### src/rtl/dlx_pkg.sv
// DLX fetch-stage shared definitions.
// Opcodes, FSM states and the instruction width.
package dlx_pkg;

  localparam int INSTR_W = 32;

  typedef logic [5:0] opcode_t;

  localparam opcode_t OP_J    = 6'd2;
  localparam opcode_t OP_JAL  = 6'd3;
  localparam opcode_t OP_BEQZ = 6'd4;
  localparam opcode_t OP_BNEZ = 6'd5;
  localparam opcode_t OP_JR   = 6'd18;
  localparam opcode_t OP_JALR = 6'd19;

  typedef enum logic [1:0] {
    ST_RST,
    ST_FETCH,
    ST_EXEC,
    ST_HALT
  } fetch_state_e;

  function automatic opcode_t opcode_of(
    input logic [INSTR_W-1:0] w
  );
    return w[31:26];
  endfunction

endpackage

### src/rtl/dlx_next_pc.sv
// DLX next-PC selection (combinational).
// In: pc, instruction, branch, jump, rs1_val. Out: next_pc, misalign.
module dlx_next_pc
  import dlx_pkg::*;
(
  input  logic [31:0]        pc,
  input  logic [INSTR_W-1:0] instruction,
  input  logic               branch,
  input  logic               jump,
  input  logic [31:0]        rs1_val,
  output logic [31:0]        next_pc,
  output logic               misalign
);

  opcode_t     op;
  logic [31:0] seq_pc;
  logic [31:0] rel26;
  logic [31:0] rel16;
  logic        rs1_zero;
  logic        is_jrel;
  logic        is_jreg;
  logic        is_btaken;

  always_comb begin
    op       = opcode_of(instruction);
    seq_pc   = pc + 32'd4;
    rel26    = seq_pc
             + {{6{instruction[25]}}, instruction[25:0]};
    rel16    = seq_pc
             + {{16{instruction[15]}}, instruction[15:0]};
    rs1_zero = (rs1_val == 32'd0);
    is_jrel  = jump && (op == OP_J || op == OP_JAL);
    is_jreg  = jump && (op == OP_JR || op == OP_JALR);
    // jump overrides branch, so branch only counts when jump is low
    is_btaken = !jump && branch &&
                ((op == OP_BEQZ && rs1_zero) ||
                 (op == OP_BNEZ && !rs1_zero));
    next_pc = seq_pc;
    unique case (1'b1)
      is_jrel:   next_pc = rel26;
      is_jreg:   next_pc = rs1_val;
      is_btaken: next_pc = rel16;
      default:   next_pc = seq_pc;
    endcase
    misalign = (next_pc[1:0] != 2'b00);
  end

endmodule

### src/rtl/dlx_fetch.sv
// DLX instruction-fetch stage: PC, imem req/ack, instruction register.
// Ports: clk/reset, imem_req/addr/rdata/ack, instruction, instr_valid,
// pc, link_pc, branch, jump, rs1_val, advance, fault.
module dlx_fetch
  import dlx_pkg::*;
#(
  parameter logic [31:0] RESET_PC = 32'h0000_0000
) (
  input  logic               clk,
  input  logic               reset,
  output logic               imem_req,
  output logic [31:0]        imem_addr,
  input  logic [INSTR_W-1:0] imem_rdata,
  input  logic               imem_ack,
  output logic [INSTR_W-1:0] instruction,
  output logic               instr_valid,
  output logic [31:0]        pc,
  output logic [31:0]        link_pc,
  input  logic               branch,
  input  logic               jump,
  input  logic [31:0]        rs1_val,
  input  logic               advance,
  output logic               fault
);

  fetch_state_e       state_q, state_d;
  logic [31:0]        pc_q, pc_d;
  logic [INSTR_W-1:0] instr_q, instr_d;
  logic               valid_q, valid_d;
  logic               fault_q, fault_d;

  logic [31:0] next_pc;
  logic        misalign;

  dlx_next_pc u_next_pc (
    .pc          (pc_q),
    .instruction (instr_q),
    .branch      (branch),
    .jump        (jump),
    .rs1_val     (rs1_val),
    .next_pc     (next_pc),
    .misalign    (misalign)
  );

  always_comb begin
    state_d = state_q;
    pc_d    = pc_q;
    instr_d = instr_q;
    valid_d = valid_q;
    fault_d = fault_q;
    unique case (state_q)
      ST_RST: begin
        state_d = ST_FETCH;
      end
      ST_FETCH: begin
        if (imem_ack) begin
          instr_d = imem_rdata;
          valid_d = 1'b1;
          state_d = ST_EXEC;
        end
      end
      ST_EXEC: begin
        if (advance) begin
          valid_d = 1'b0;
          if (misalign) begin
            // pc stays on the offending instruction
            fault_d = 1'b1;
            state_d = ST_HALT;
          end else begin
            pc_d    = next_pc;
            state_d = ST_FETCH;
          end
        end
      end
      ST_HALT: begin
        state_d = ST_HALT;
      end
      default: begin
        state_d = ST_RST;
      end
    endcase
  end

  always_ff @(posedge clk) begin
    if (reset) begin
      state_q <= ST_RST;
      pc_q    <= RESET_PC;
      instr_q <= '0;
      valid_q <= 1'b0;
      fault_q <= 1'b0;
    end else begin
      state_q <= state_d;
      pc_q    <= pc_d;
      instr_q <= instr_d;
      valid_q <= valid_d;
      fault_q <= fault_d;
    end
  end

  assign imem_req    = (state_q == ST_FETCH);
  assign imem_addr   = pc_q;
  assign instruction = instr_q;
  assign instr_valid = valid_q;
  assign pc          = pc_q;
  assign link_pc     = pc_q + 32'd4;
  assign fault       = fault_q;

endmodule

### config.mk
export PLATFORM = sky130hd
export DESIGN_NAME = dlx_fetch
export DESIGN_NICKNAME = d
export VERILOG_FILES = /design/src/rtl/dlx_pkg.sv /design/src/rtl/dlx_next_pc.sv /design/src/rtl/dlx_fetch.sv
export SDC_FILE = /design/constraint.sdc
export NUM_CORES = 1
export LEC_CHECK = 0
export ABC_AREA = 1
export CAP_MARGIN = 30
export CORE_MARGIN = 2
export CORE_UTILIZATION = 24
export DETAILED_ROUTE_END_ITERATION = 12
export DONT_BUFFER_PORTS = 1
export REMOVE_ABC_BUFFERS = 1
export SYNTH_ARGS = -nofsm -noshare
export SYNTH_HDL_FRONTEND = slang
export SYNTH_SLANG_ARGS = --single-unit
### constraint.sdc
create_clock -name clk -period 3.7 [get_ports clk]
set_input_delay 0.37 -clock clk [delete_from_list [all_inputs] [get_ports clk]]
set_output_delay 0.37 -clock clk [all_outputs]
set_load 0.01 [all_outputs]
==> run metrics <==
status finished with violations; Slowest-stage cell, CP dfxtp_1; Critical Setup Path Class reg -> reg; EDFF count, synth 0; wire per inst ~18 um; dominant register cell in the synthesized netlist dfxtp_1; CTS tree built; first-pass GRT wire length 39000 um; fmax a little under 300 MHz; core area between 0.02 and 0.03 mm^2; DRC Markers 10; TritonRoute pass-1 iters 10; Clock Path Buffers 2; Startpoint Class register; initial antenna violation count 0; vias in the first global route around 6600; sequential share of power 37.7%; # setup viols final 0; Clock Power Share between 40 and 50%; max_cap viols 0; Final Hold Fails 0; worst reg2reg startpoint imem_addr[3]$_SDFFE_PP0P_; Top delay family on crit path simple AND/OR/NAND/NOR gates; failing checks DRC; worst min path class in -> reg; most common library cell in the layout ignoring fill and taps nand2_1; Post-Syn Area around 0.0064 mm^2; Comb pwr share between 10% and 20%; fill count 3005; most frequent cells in the layout nand2_1, nor2_1, inv_1, a21oi_1; total area of sequential cells about 0.0014 mm^2; GR Util met2 a little under a third; Port Buffers 0; crit-path max FO 4; busiest grt layer met2; total gr overflow 0; P per Cell Area ~300 mW/mm^2; largest net degree at the start of global routing just over 50; Post-CTS Resized 0; H-tree Lvls 3; Leak roughly 3.4 nW; Data arrival, critical path approximately 3.7 ns; Synth Register Bits 68; worst reg2reg path depth 18; antenna viol nets, final 0; syn avg cell area ~6 um^2; hold_buf cts 0; YS warnings 0; Switching Fraction just under 30%; grt met3 use about 3.8%; Initial Utilization roughly a quarter; CP Capture Type register; die height between 150 and 200 um; Tmin final roughly 3.5 ns; multi-input combinational cell area roughly 0.0043 mm^2; Final Slew Violations 0; worst hold path depth 1; RSZ-0062 raised after global routing true; Placer Congestion between 0.9 and 1; nets ~1200; crit path buf inv count 3; R2R Path End imem_addr[21]$_SDFFE_PP0P_; final setup TNS 0 ns; fin cells between 1000 and 1500; crit-path most repeated cell nand2_1; Seq/Total Area, Yosys between 20% and 30%; I/O pins about 200; worst reg2reg setup slack roughly 0.24 ns; Final Cycle Share between 90% and 100%; Sw Pwr 0.000623 W; VDD IR max about 0.22 mV; Reg clk slew, reported paths approximately 0.06 ns; Worst-Margin Slew 0.581 ns; CP Capture Point imem_addr[21]$_SDFFE_PP0P_; P_int 0.00152 W; diode count 0; CTS Buf Count 9; FFs w/ async S/R, synth 0%; Slew HR about three fifths; Root Buffer clkbuf_16; area delta synth->final 14.5%; initial DRC count 569; dpl hpwl ~22000 um; Rows 59; die width around 170 um; clk sink count 68; Clock Latency Late Sink 0.35 ns; final wirelength between 20000 and 30000 um; share of cells above drive strength 1 between 10% and 20%; synth unique cells 39; Required @ worst endpoint approximately 3.9 ns; placed insts approximately 1400; CP Launch Point imem_addr[3]$_SDFFE_PP0P_; setup bufs post-CTS 0; DR vias between 6000 and 7000; Via density 4.86; die area between 0.02 and 0.03 mm^2; Critical Path, Cell by Cell ha_1 -> nand3_2 -> inv_1 -> nand2_1 -> xnor2_1 -> ha_1 -> nand2_1 -> inv_1 -> nand2_1 -> inv_1 -> a21oi_1 -> nand2_1 -> nand2_1 -> nand2_1 -> nor2_1 -> nor2_1 -> nor3_1 -> nor2_1; stages on the worst setup path 18; Mapped Cells between 1000 and 1500; Global Route Usage Sum between 15 and 20%; CP max stage delay about 0.39 ns; met1 GRT Util 24.6%; worst clock skew about 0.014 ns
## logic make-up after synthesis
logic type | after synthesis | share of synthesized area [%]
adders and majority gates | 33 | 6.56
AOI/OAI and AO/OA | 156 | 13.3
xor gates and xnor gates | 35 | 4.78
and+or+nand+nor | 626 | 41.7
buffers and inverters | 169 | 12.5
DFF | 68 | 21.2
## registers in the layout (all words and copies together), names as in the netlist
name	cells
instruction	32
fault	1
state_q	2
instr_valid	1
imem_addr	32
## worst min-delay path by stage
stage,start,end,slack (ns)
6_report,reset,imem_addr[7]$_SDFFE_PP0P_,0.08
5_1_grt,reset,imem_addr[7]$_SDFFE_PP0P_,0.07
4_1_cts,reset,imem_addr[7]$_SDFFE_PP0P_,0.07
3_5_place_dp,reset,imem_addr[5]$_SDFFE_PP0P_,0.44
3_3_place_gp,reset,imem_addr[8]$_SDFFE_PP0P_,0.44
2_1_floorplan,reset,imem_addr[10]$_SDFFE_PP0P_,0.43
## cells in the mapped netlist, types with 2 or more instances
| cell type | n | area [um^2] |
|---|---|---|
| nand3_1 | 68 | 340 |
| xnor2_1 | 5 | 43.8 |
| nor2_2 | 2 | 12.5 |
| o211ai_1 | 3 | 22.5 |
| inv_1 | 104 | 390 |
| nor2_4 | 2 | 22.5 |
| nor3b_1 | 2 | 15.0 |
| and2_1 | 2 | 12.5 |
| nor3_1 | 26 | 130 |
| nand4_1 | 11 | 68.8 |
| nand3_2 | 3 | 30.0 |
| nor4_1 | 2 | 12.5 |
| xor2_1 | 30 | 263 |
| nand3b_1 | 4 | 30.0 |
| nand2_2 | 14 | 87.6 |
| a21o_1 | 2 | 15.0 |
| o21ai_0 | 41 | 205 |
| or2_2 | 9 | 56.3 |
| o21bai_1 | 2 | 15.0 |
| a21oi_2 | 10 | 87.6 |
| clkbuf_1 | 13 | 48.8 |
| a21oi_1 | 87 | 435 |
| nor2_1 | 133 | 499 |
| ha_1 | 32 | 400 |
| o21a_1 | 4 | 30.0 |
| dfxtp_1 | 68 | 1360 |
| buf_4 | 37 | 278 |
| nand2_1 | 344 | 1290 |
| buf_2 | 11 | 55.1 |
| buf_6 | 2 | 22.5 |
| o21ai_1 | 6 | 30.0 |
## worst reg2reg max path, delay by kind of cell (launching register included)
family	cells	cell delay, ns
buf+inv	3	0.26
fa+ha+maj	2	0.67
compound gates	1	0.14
xor+xnor	1	0.33
flops	1	0.39
simple gates	11	1.55
## area by class of cell
cell class,count,share of cell area [%]
multi-input combinational,850,58.6
timing repair buffer,65,6.92
clock buffer,9,3.07
sequential,68,18.6
clock inverter,7,1.69
tap,335,5.71
inverter,106,5.42
## power groups by stage
stage / combinational, W / sequential (W) / clock (W)
after detailed placement: 0.000287 / 0.000825 / 0
after global routing: 0.000325 / 0.000812 / 0.00109
after CTS: 0.000288 / 0.000809 / 0.00107
after floorplan: 0.000185 / 0.000818 / 0
after global placement: 0.000282 / 0.000825 / 0
final: 0.000289 / 0.000808 / 0.00105
## routing by layer
| layer | part of all wire (%) | routed length, um | vias up |
|---|---|---|---|
| met4 | 1.5 | 402 | 0 |
| met1 | 45 | 11900 | 3229 |
| li1 | - | - | 3485 |
| met3 | 7.4 | 1950 | 25 |
| met2 | 46 | 12200 | 258 |
| met5 | 0 | 0 | - |
## through the flow
| stage | worst slack [ns] | power, W | utilization, % | hold WS, ns | cell area [um^2] |
|---|---|---|---|---|---|
| after floorplan | 0.787 | 0.00100 | - | 0.432 | 6010 |
| after global placement | -0.0734 | 0.00111 | 26.4 | 0.441 | 6910 |
| after detailed placement | -0.0534 | 0.00111 | 26.5 | 0.444 | 6930 |
| after CTS | 0.192 | 0.00216 | 27.9 | 0.0689 | 7280 |
| after global routing | -0.0384 | 0.00223 | 28.1 | 0.0707 | 7340 |
| final | 0.241 | 0.00214 | 28.1 | 0.0760 | 7340 |
No activity file was read; power rests on OpenSTA's default activity.
